**src/rtl/ascii_hex_pkg.sv**
```systemverilog
`default_nettype none
// ============================================================================
//  Module      : ascii_hex_pkg
//  Description : Shared types and character constants for the ASCII hex
//                word parser.
//  Revision    : 1.0 - initial release
// ============================================================================
package ascii_hex_pkg;

    typedef enum logic [1:0] {
        ST_IDLE    = 2'd0,
        ST_ACCUM   = 2'd1,
        ST_DISCARD = 2'd2,
        ST_EMIT    = 2'd3
    } state_e;

    localparam logic [1:0] ERR_NONE     = 2'b00;
    localparam logic [1:0] ERR_BADCHAR  = 2'b01;
    localparam logic [1:0] ERR_OVERFLOW = 2'b10;

    localparam logic [7:0] CH_SPACE = 8'h20;
    localparam logic [7:0] CH_CR    = 8'h0D;
    localparam logic [7:0] CH_LF    = 8'h0A;

    localparam logic [7:0] CH_DIGIT_LO = 8'h30;
    localparam logic [7:0] CH_DIGIT_HI = 8'h39;
    localparam logic [7:0] CH_LOWER_LO = 8'h61;
    localparam logic [7:0] CH_LOWER_HI = 8'h66;
    localparam logic [7:0] CH_UPPER_LO = 8'h41;
    localparam logic [7:0] CH_UPPER_HI = 8'h46;

endpackage
`default_nettype wire

```
**src/rtl/ascii_hex_char_decode.sv**
```systemverilog
`default_nettype none
// ============================================================================
//  Module      : ascii_hex_char_decode
//  Description : Combinational classifier turning a character code into a
//                hex nibble plus digit / delimiter flags.
//  Revision    : 1.0 - initial release
// ============================================================================
module ascii_hex_char_decode
    import ascii_hex_pkg::*;
(
    input  logic [7:0] char_code,
    output logic [3:0] nibble,
    output logic       is_digit,
    output logic       is_delim
);

    logic w_dec;
    logic w_lower;
    logic w_upper;

    assign w_dec   = (char_code >= CH_DIGIT_LO) && (char_code <= CH_DIGIT_HI);
    assign w_lower = (char_code >= CH_LOWER_LO) && (char_code <= CH_LOWER_HI);
    assign w_upper = (char_code >= CH_UPPER_LO) && (char_code <= CH_UPPER_HI);

    always_comb begin
        nibble   = 4'd0;
        is_digit = w_dec || w_lower || w_upper;
        is_delim = (char_code == CH_SPACE) || (char_code == CH_CR) ||
                   (char_code == CH_LF);
        if (w_dec) begin
            nibble = char_code[3:0];
        end else if (w_lower || w_upper) begin
            // Letters 'a'..'f' / 'A'..'F' have low nibble 1..6.
            nibble = char_code[3:0] + 4'd9;
        end
    end

endmodule
`default_nettype wire

```
**src/rtl/ascii_hex_parser.sv**
```systemverilog
`default_nettype none
// ============================================================================
//  Module      : ascii_hex_parser
//  Description : Reassembles delimiter-separated hex words from a character
//                stream and presents them on a valid/ready output.
//  Revision    : 1.0 - initial release
// ============================================================================
module ascii_hex_parser
    import ascii_hex_pkg::*;
#(
    parameter int DIGITS = 4
) (
    input  logic                         clk,
    input  logic                         rst,
    input  logic [7:0]                   in_char,
    input  logic                         in_valid,
    output logic                         in_ready,
    output logic [4*DIGITS-1:0]          out_value,
    output logic [$clog2(DIGITS+1)-1:0]  out_count,
    output logic [1:0]                   out_err,
    output logic                         out_valid,
    input  logic                         out_ready
);

    localparam int VALUE_W = 4 * DIGITS;
    localparam int COUNT_W = $clog2(DIGITS + 1);

    state_e               state_q, state_d;
    logic [VALUE_W-1:0]   value_q, value_d;
    logic [COUNT_W-1:0]   count_q, count_d;
    logic [1:0]           err_q,   err_d;
    logic                 valid_q, valid_d;

    logic [3:0]           w_nibble;
    logic                 w_is_digit;
    logic                 w_is_delim;
    logic                 w_take;

    ascii_hex_char_decode u_decode (
        .char_code (in_char),
        .nibble    (w_nibble),
        .is_digit  (w_is_digit),
        .is_delim  (w_is_delim)
    );

    assign in_ready = !rst && (state_q != ST_EMIT);
    assign w_take   = in_valid && in_ready;

    always_comb begin
        state_d = state_q;
        value_d = value_q;
        count_d = count_q;
        err_d   = err_q;
        case (state_q)
            ST_IDLE: begin
                if (w_take) begin
                    if (w_is_digit) begin
                        value_d = VALUE_W'(w_nibble);
                        count_d = COUNT_W'(1);
                        state_d = ST_ACCUM;
                    end else if (!w_is_delim) begin
                        err_d   = ERR_BADCHAR;
                        state_d = ST_DISCARD;
                    end
                end
            end
            ST_ACCUM: begin
                if (w_take) begin
                    if (w_is_digit) begin
                        if (count_q == COUNT_W'(DIGITS)) begin
                            err_d   = ERR_OVERFLOW;
                            state_d = ST_DISCARD;
                        end else begin
                            value_d = (value_q << 4) | VALUE_W'(w_nibble);
                            count_d = count_q + COUNT_W'(1);
                        end
                    end else if (w_is_delim) begin
                        state_d = ST_EMIT;
                    end else begin
                        err_d   = ERR_BADCHAR;
                        state_d = ST_DISCARD;
                    end
                end
            end
            ST_DISCARD: begin
                // The error recorded on entry is kept; only a delimiter ends the word.
                if (w_take && w_is_delim) begin
                    state_d = ST_EMIT;
                end
            end
            ST_EMIT: begin
                if (out_ready) begin
                    value_d = '0;
                    count_d = '0;
                    err_d   = ERR_NONE;
                    state_d = ST_IDLE;
                end
            end
            default: state_d = ST_IDLE;
        endcase
        valid_d = (state_d == ST_EMIT);
    end

    always_ff @(posedge clk or posedge rst) begin
        if (rst) begin
            state_q <= ST_IDLE;
            value_q <= '0;
            count_q <= '0;
            err_q   <= ERR_NONE;
            valid_q <= 1'b0;
        end else begin
            state_q <= state_d;
            value_q <= value_d;
            count_q <= count_d;
            err_q   <= err_d;
            valid_q <= valid_d;
        end
    end

    assign out_value = value_q;
    assign out_count = count_q;
    assign out_err   = err_q;
    assign out_valid = valid_q;

endmodule
`default_nettype wire
```
**config.mk**
```make
export PLATFORM = sky130hd
export DESIGN_NAME = ascii_hex_parser
export DESIGN_NICKNAME = d
export VERILOG_FILES = /design/src/rtl/ascii_hex_pkg.sv /design/src/rtl/ascii_hex_char_decode.sv /design/src/rtl/ascii_hex_parser.sv
export SDC_FILE = /design/constraint.sdc
export NUM_CORES = 1
export LEC_CHECK = 0
export CORE_MARGIN = 5
export CORE_UTILIZATION = 52
export CTS_CLUSTER_SIZE = 28
export DETAILED_ROUTE_END_ITERATION = 16
export PLACE_DENSITY = 0.84
export SETUP_SLACK_MARGIN = 0.15
export SLEW_MARGIN = 30
export SYNTH_ARGS = -nofsm -noshare
export SYNTH_HDL_FRONTEND = slang
export SYNTH_SLANG_ARGS = --single-unit
```
**constraint.sdc**
```tcl
create_clock -name clk -period 3.8 [get_ports clk]
set_input_delay 0.38 -clock clk [delete_from_list [all_inputs] [get_ports clk]]
set_output_delay 0.38 -clock clk [all_outputs]
set_load 0.03 [all_outputs]
```
Yosys cells after proc, flatten, opt, wreduce, memory -nomap -nowiden
Index checks and enable logic that the tools add are counted.
{ "word_totals": {"ff_bits": 24, "wordCells": 81, "n_memories": 0, "mem_bits_ro": 0, "latch_bits": 0, "input_bits": 12, "ram_bits": 0, "output_inout_bits": 23} }
{ "classes": {"n_mux": 34, "bitwise_logic": 1, "shift": 0, "magnitude_cmp": 6, "n_reduce_logical": 16, "eq_ne": 17, "div_mod_pow": 0, "addsub": 2, "multipliers": 0} }
{ "ops": {"columns": ["op", "n"], "rows": [
  ["$mux 16", 6],
  ["$pmux 16 s3", 1],
  ["$mux 2", 15],
  ["$mux 3", 6],
  ["$eq 8x4->1 const B", 2],
  ["$ge 8x7->1 const B", 2],
  ["$le 8x7->1 const B", 2],
  ["$or 16x4->16", 1],
  ["$ne 2x2->1 const B", 6],
  ["$pmux 3 s3", 1],
  ["$eq 8x6->1 const B", 1],
  ["$ge 8x6->1 const B", 1],
  ["$le 8x6->1 const B", 1],
  ["$mux 4", 2],
  ["$pmux 2 s4", 1],
  ["$reduce_and 7->1", 1],
  ["$eq 2x2->1 const B", 3],
  ["$logic_and 1x1->1", 6],
  ["$pmux 2 s3", 1],
  ["$reduce_and 6->1", 1],
  ["$logic_or 1x1->1", 5],
  ["$add 4x4->4 const B", 1],
  ["$ne 2x1->1 const B", 2],
  ["$add 3x1->3 const B", 1],
  ["other kinds (7)", 7]
]} }

Longest topological paths before layout
Gate-level depths: netlist of run 1.
{ "logic_depth": {"depth_word": 10, "mapped_depth": 8, "ltp_nobuf": 7} }

Modules after synthesis
Synthesis of run 1 repeated with hierarchy kept, for this count alone.
{ "hier_totals": {"hier_cells": 155, "hier_area_um2": 1451.4} }
{ "by_module_without_submodules": {"columns": ["module", "instances", "area_each_um2", "seq_area_each_um2", "cells_each"], "rows": [
  ["ascii_hex_parser", 1, 1218.7, 600.6, 127],
  ["ascii_hex_char_decode", 1, 232.7, 0.0, 28]
]} }

Least setup slack after synthesis of run 1
No wires, ideal clock.
{ "synth_timing": {"path_type": "input to register", "start": "in in_char[0]", "end": "reg count_q[1], in the netlist out_count[1]", "setup_slack_ps": 1838, "cell_stages": 8, "n_path_buf": 1, "arrival_ps": 1841, "required_time_ps": 3679, "setup_ps": 121, "path_cell_list": "inv_1 ha_1 or3b_1 and3_4 o31ai_4 buf_8 mux2i_1 nor2_1"} }
{ "synth_via": {"elab_chain_len": 6, "elab_cells_between_ends": 14, "classes_between": "order compare: 6; eq/ne: 2; reduce/logical: 6"} }
{ "synth_lines": {"columns": ["item", "line", "rtl"], "rows": [
  ["from (decl)", "ascii_hex_parser.sv:15", "input logic [7:0] in_char,"],
  ["$ge 8x6->1 (tied with other cells)", "ascii_hex_char_decode.sv:21", "assign w_dec = (char_code >= CH_DIGIT_LO) && (char_code <= CH_DIGIT_HI);"],
  ["$logic_and 1x1->1 (on tied branches)", "ascii_hex_char_decode.sv:21, ascii_hex_char_decode.sv:22", null],
  ["$logic_or 1x1->1", "ascii_hex_char_decode.sv:27", "is_digit = w_dec || w_lower || w_upper;"],
  ["$logic_or 1x1->1 *", "ascii_hex_char_decode.sv:27", null],
  ["$ne 2x1->1 (no line)", null, null],
  ["$reduce_and 7->1 (no line) *", null, null],
  ["to (signal assigned)", "ascii_hex_parser.sv:114", "count_q <= count_d;"],
  ["to (decl)", "ascii_hex_parser.sv:30", "logic [COUNT_W-1:0] count_q, count_d;"]
]} }
Every way passes the cells marked *; elsewhere a longest branch is shown, timed or not.
A chain may end at the register's enable or synchronous reset.

Worst setup path in the final report of run 1
{ "layout_timing": {"start": "in in_char[1]", "end": "reg value_q[7], in the netlist out_value[7]"} }
{ "layout_via": {"elab_chain_len": 6, "elab_cells_between_ends": 14, "classes_between": "order compare: 6; eq/ne: 2; reduce/logical: 6"} }
{ "layout_lines": {"columns": ["item", "line", "rtl"], "rows": [
  ["$ge 8x6->1 (tied with other cells)", "ascii_hex_char_decode.sv:21", null],
  ["$logic_and 1x1->1 (on tied branches)", "ascii_hex_char_decode.sv:21, ascii_hex_char_decode.sv:22", null],
  ["$logic_or 1x1->1", "ascii_hex_char_decode.sv:27", null],
  ["$logic_or 1x1->1 *", "ascii_hex_char_decode.sv:27", null],
  ["$ne 2x1->1 (no line)", null, null],
  ["$reduce_and 7->1 (no line) *", null, null],
  ["to (signal assigned)", "ascii_hex_parser.sv:113", "value_q <= value_d;"],
  ["to (decl)", "ascii_hex_parser.sv:29", "logic [VALUE_W-1:0] value_q, value_d;"]
]} }
Marked as above.

==> results of run 1 <==
## power by group
part	internal, mW	total (mW)	leakage, nW	switching [mW]
logic	0.0766	0.178	0.511	0.102
clock network	0.107	0.185	0.0279	0.0779
registers	0.278	0.304	0.312	0.0256
## state kept, by name, summed over array words and instances (netlist names)
signal,flops
out_count,3
out_valid,1
out_value,16
state_q,2
out_err,2
## kinds of logic (layout without fill, tap and decap cells)
logic type               Yosys count  after routing  share of synthesized area [%]
adder cells (fa/ha/maj)            6              6                           5.56
buffers and inverters             14             48                           5.18
flip-flops                        24             24                           44.4
XOR/XNOR                           1              1                          0.648
AO/OA/AOI/OAI                     33             33                           16.2
AND/OR/NAND/NOR                   43             43                           17.6
multiplexers                      14             14                           10.4
## path summary, 6_finish.rpt
kind                       depth (start not counted)       endpoint  slack, ns
max                                                8   out_value[7]       1.21
min                                                2  out_value[12]       0.53
max reg2reg                                        4   out_count[1]       1.62
min reg2reg                                        2  out_value[14]       0.55
max in group asynchronous                          2   out_value[8]       2.94
min in group clk                                   2  out_value[14]       0.55
## critical path, stage by stage
cell             delay, ns
clkdlybuf4s50_1       0.55
inv_1                 0.09
ha_1                  0.21
or3b_1                0.35
and3_4                0.17
o31ai_4               0.68
mux2i_1               0.29
nor2_1                0.06
## cell usage in the layout (no fill, tap or decap), types with 2 or more instances in the layout
cell type	count
inv_1	8
nand3_1	9
dfrtp_1	24
mux2i_1	14
o21ai_0	12
ha_1	6
a21oi_1	8
nor3_1	2
or3_1	2
nand2_1	3
clkbuf_4	3
nand2b_1	2
nor2_1	15
clkdlybuf4s50_1	34
## per-layer routing
metal	vias to the layer above	global-route usage [%]	wire length, µm
li1	550	-	-
met1	563	22.9	1270
met2	53	32.5	1580
met3	6	2.34	194
met4	0	6.50	54
met5	-	0	0
## Yosys cell counts (2+ instances only)
cell type / n
nor3_1: 2
or3_1: 2
nand2b_1: 2
nor2_1: 15
buf_2: 2
dfrtp_1: 24
o21ai_0: 12
ha_1: 6
mux2i_1: 14
a21oi_1: 8
nand2_1: 3
nand3_1: 9
inv_1: 9
## final cells by class
class                      count  area, µm²  share of cell area (%)
inverter                       9       33.8                    1.93
sequential                    24        601                    34.3
timing repair buffer          35        348                    19.8
multi-input combinational     97        681                    38.8
clock inverter                 1       30.0                    1.71
clock buffer                   3       22.5                    1.28
tap                           30       37.5                    2.14
==> results.md, run 1 <==
* Arrival time worst endpoint at 2.77 ns
* Setup CP Type: primary input to register
* CTS tree: done
* Worst-skew pair later-pin latency at 0.31 ns
* Core Box Area at 2480 µm²
* Syn avg cell area at 10.0 µm²
* Vias per cell at 5.89
* Syn Std Cell Area at 1350 µm²
* Asr flop ratio synth at 100%
* Clk_skew at 0.00375 ns
* Peak fanout along the critical path at 14
* Placed cells at 195
* Worst-Margin Slew at 0.949 ns
* Peak supply drop at 455 µV
* CP startpoint kind: primary input
* Gpl congestion at 0.935
* DP Worst Slack at 0.871 ns
* Die area at 3720 µm²
* Post-synth EDFFs at 0
* DRC at 0
* Global route overflow at 0
* Fraction of layout cells with a size suffix above 1 at 7.10%
* Hold buffers post-CTS at 0
* Syn_nets at 153
* PostCTS Resize Cnt at 0
* Synth-to-Final Area Change at 29.7%
* Max-slew violation count at 0
* Total Power at 0.667 mW
* Layout net count at 188
* Clk buf depth at 2
* Run status: finished, final reports clean
* Root Buffer: clkbuf_4
* Post-synthesis sequential area ratio at 44.4%
* ANT nets after route at 0
* Buffers on Ports at 34
* Antenna diode count at 0
* Fillers at 196
* Post-CTS Setup Bufs at 0
* Critical R2R Launch: state_q[1]
* Starting density of the core at 54.5%
* Chip Width at 61.0 µm
* Min Hold Slack at 0.526 ns
* Power Density at 380 nW/µm²
* Ranking of synthesized cells by area: dfrtp_1 44%, mux2i_1 10%, ha_1 5.6%, o21ai_0 4.4%, nor2_1 4.2%
* Initial antenna violation count at 0
* Detailed placement HPWL at 2350 µm
* Final setup margin at 1.21 ns
* Cts bufs inserted at 3
* Register clock-pin slew on the reported worst setup and hold paths at 0.13 ns
* Total GRT Usage at 18.4%
* Wire per inst at 15.5 µm
* DR iter-0 viols at 26
* Setup TNS at 0 ns
* Drt first pass iters at 5
* Synth Warn # at 0
* Ys flop type: dfrtp_1
* Critical path startpoint: in_char[1]
* Worst Path Required at 3.98 ns
* Hold Crit Class: primary input to asynchronous set/reset pin
* Synth unique cells at 40
* I/O pins at 35
* Slew margin rel. at 36.3%
* Largest net degree at the start of global routing at 25
* Fin crit period at 2.59 ns
* Util after Layout at 70.8%
* Clock Sinks at 24
* Wirelength, routed at 3090 µm
* Final Hold Fails at 0
* First-pass GRT wire length at 5130 µm
* Leakage Power at 0.851 nW
* Area post-placement at 1700 µm²
* Unrepaired setup endpoints after global routing: false
* Via Count at 1172
* Yosys top cell area share at 44.4%
* Final std cells w/o fill at 199
* Setup crit end kind: register
* Final setup fails at 0
* Post-Syn Instances at 135
* Max cap viols at 0
* Final period util at 68.2%
* Die height at 61.0 µm
* Yosys reg bits at 24
* Fmax at 386 MHz
* Htree depth at 1
* Site row count at 18
* Fin area at 1750 µm²
* Vias in the first global route at 1147
* Yosys top cell by area: dfrtp_1
(Power assumes the default switching activity.)
==> run 2: changes to the inputs <==
CORE_UTILIZATION = 43   (was 52)
PLACE_DENSITY = 0.75   (was 0.84)
clock period = 2.3 ns   (was 3.8 ns; I/O delays follow)
==> run 2 against run 1 <==
  * Die area increased by 17%
  * Register-to-register slack got worse by 1.3 ns
  * First-iteration DRC count increased by 31%
  * Hold slack got worse by 0.14 ns
  * Highest routed layer unchanged
  * Clock-buffer cell count unchanged
  * Sequential cell count unchanged
  * Critical endpoint is now out_value[14]
  * Utilization decreased by 8.8 points
  * Critical path depth increased by 1
  * Sequential share of layout area decreased by 2.3 points
  * Power increased by 65%
  * Clock skew decreased by 0.0014 ns
==> results.md, run 2 (synthesis results as in run 1) <==
* Total GRT Usage at 14.6% (-3.8 points)
* Largest net degree at the start of global routing at 25 (unchanged)
* Wirelength, routed at 2970 µm (-3.9%)
* Critical R2R Launch: state_q[1]
* Core Box Area at 3030 µm² (+22%)
* Hold Crit Class: primary input to asynchronous set/reset pin
* DRC at 0 (unchanged)
* Max-slew violation count at 0 (unchanged)
* Chip Width at 66.1 µm (+8.3%)
* DR iter-0 viols at 34 (+31%)
* ANT nets after route at 0 (unchanged)
* Synth-to-Final Area Change at 38.9%
* Register clock-pin slew on the reported worst setup and hold paths at 0.13 ns (about the same)
* Antenna diode count at 0 (unchanged)
* Slew margin rel. at 63.8% (+28 points)
* Buffers on Ports at 34 (unchanged)
* Multi-input gate area in the final layout at 684 µm² (+0.55%)
* Setup CP Type: primary input to register
* Fillers at 263 (+34%)
* CP startpoint kind: primary input
* Final Hold Fails at 0 (unchanged)
* Layout net count at 200 (+6.4%)
* Via Count at 1166 (-0.51%)
* Setup crit end kind: register
* First-pass GRT wire length at 5020 µm (-2.3%)
* Run status: finished, final reports clean
* Detailed placement HPWL at 2330 µm (-0.90%)
* Crit Reg-Reg Endpoint: out_count[2]
* Final setup fails at 0 (unchanged)
* Min Hold Slack at 0.385 ns (-0.141 ns)
* Die height at 66.1 µm (+8.3%)
* Final period util at 85.3%
* Arrival time worst endpoint at 2.15 ns (-0.62 ns)
* CTS tree: done
* Max reg flops at 16 (unchanged)
* Peak fanout along the critical path at 14 (unchanged)
* Fmax at 509 MHz
* Leakage Power at 0.918 nW (+7.8%)
* Gpl congestion at 0.938 (+0.29%)
* Max cap viols at 0 (unchanged)
* Root Buffer: clkbuf_4
* Worst Path Required at 2.49 ns (-1.49 ns)
* Vias in the first global route at 1063 (-7.3%)
* Peak supply drop at 238 µV (-48%)
* Wire per inst at 13.2 µm (-15%)
* Cts bufs inserted at 3 (unchanged)
* Vias per cell at 5.18 (-12%)
* Fraction of layout cells with a size suffix above 1 at 13.3% (+6.2 points)
* Power Density at 585 nW/µm² (+54%)
* Hold buffers post-CTS at 0 (unchanged)
* Die area at 4360 µm² (+17%)
* Worst-skew pair later-pin latency at 0.30 ns (about the same)
* Register Area at 601 µm² (unchanged)
* Total Power at 1.10 mW (+65%)
* Most common cell after layout, fill and taps aside: clkdlybuf4s50_1
* Clk buf depth at 2 (unchanged)
* Htree depth at 1 (unchanged)
* R2R cell count at 6 (+2)
* Fin crit period at 1.96 ns
* Initial antenna violation count at 0 (unchanged)
* Clk_skew at 0.00230 ns (-0.00145 ns)
* Unrepaired setup endpoints after global routing: false
* R2R Setup Slk at 0.37 ns (-1.25 ns)
* I/O pins at 35 (unchanged)
* Worst-Margin Slew at 0.543 ns (-0.406 ns)
* Most frequent cells in the layout: 34 x clkdlybuf4s50_1, 24 x dfrtp_1, 15 x nor2_1
* Starting density of the core at 44.6% (-9.9 points)
* Global route overflow at 0 (unchanged)
* Drt first pass iters at 4 (-1)
* Clock Sinks at 24 (unchanged)
* Site row count at 20 (+2)
-- run 2: power breakdown --
part | internal (mW) | total, mW | switching, mW | leakage [nW]
registers | 0.460 | 0.499 | 0.0390 | 0.312
logic | 0.135 | 0.300 | 0.165 | 0.578
clock network | 0.176 | 0.299 | 0.123 | 0.0279
total | 0.771 | 1.10 | 0.328 | 0.918
-- run 2: worst max-delay path by stage --
stage / start / endpoint / slack [ns] / cells after the start
after detailed placement: in_char[0] / out_value[15] / -0.11 / 8
after global placement: in_char[0] / out_value[5] / -0.03 / 8
final: in_char[1] / out_value[14] / 0.34 / 9
after floorplan: in_char[0] / out_count[1] / 0.49 / 8
after CTS: in_char[0] / out_count[1] / 0.22 / 8
after global routing: in_char[0] / state_q[0] / 0.20 / 8
-- run 2: layout make-up --
cell class,count,share of cell area (%)
Timing Repair Buffer,47,24.0
Sequential cell,24,32.0
Tap cell,44,2.93
Clock buffer,3,1.20
Inverter,9,1.80
Clock inverter,1,1.60
Multi-Input combinational cell,97,36.5
-- run 2: timing repair --
action	4_1_cts	5_1_grt
hold endpoints to repair	0	0
setup buffers	0	0
endpoints found under the setup margin	0	13
gates resized for setup	0	1
-- run 2: critical path, cell delays in order --
cell and delay (ns):
clkdlybuf4s50_1 0.47, inv_1 0.06, ha_1 0.20, or3b_1 0.35, and3_4 0.17, o31ai_4 0.21
buf_12 0.19, mux2i_1 0.21, nor2_1 0.05
-- run 2: metrics by stage --
stage	instance area, µm²	util [%]	instances	TNS, ns	setup slack, ns
floorplan	1350	-	135	0	0.488
global placement	1820	60.1	221	-0.327	-0.0330
detailed placement	1820	60.1	221	-1.26	-0.114
CTS	1870	61.9	225	0	0.218
global route	1880	62.0	225	0	0.195
finish	1880	62.0	225	0	0.337
-- run 2: layer usage --
layer	GRT usage (%)	up-vias	part of all wire, %
met4	4.57	0	1.2
li1	-	575	-
met2	24.8	22	49
met3	1.87	2	4.6
met1	19.3	567	45
met5	0	-	0
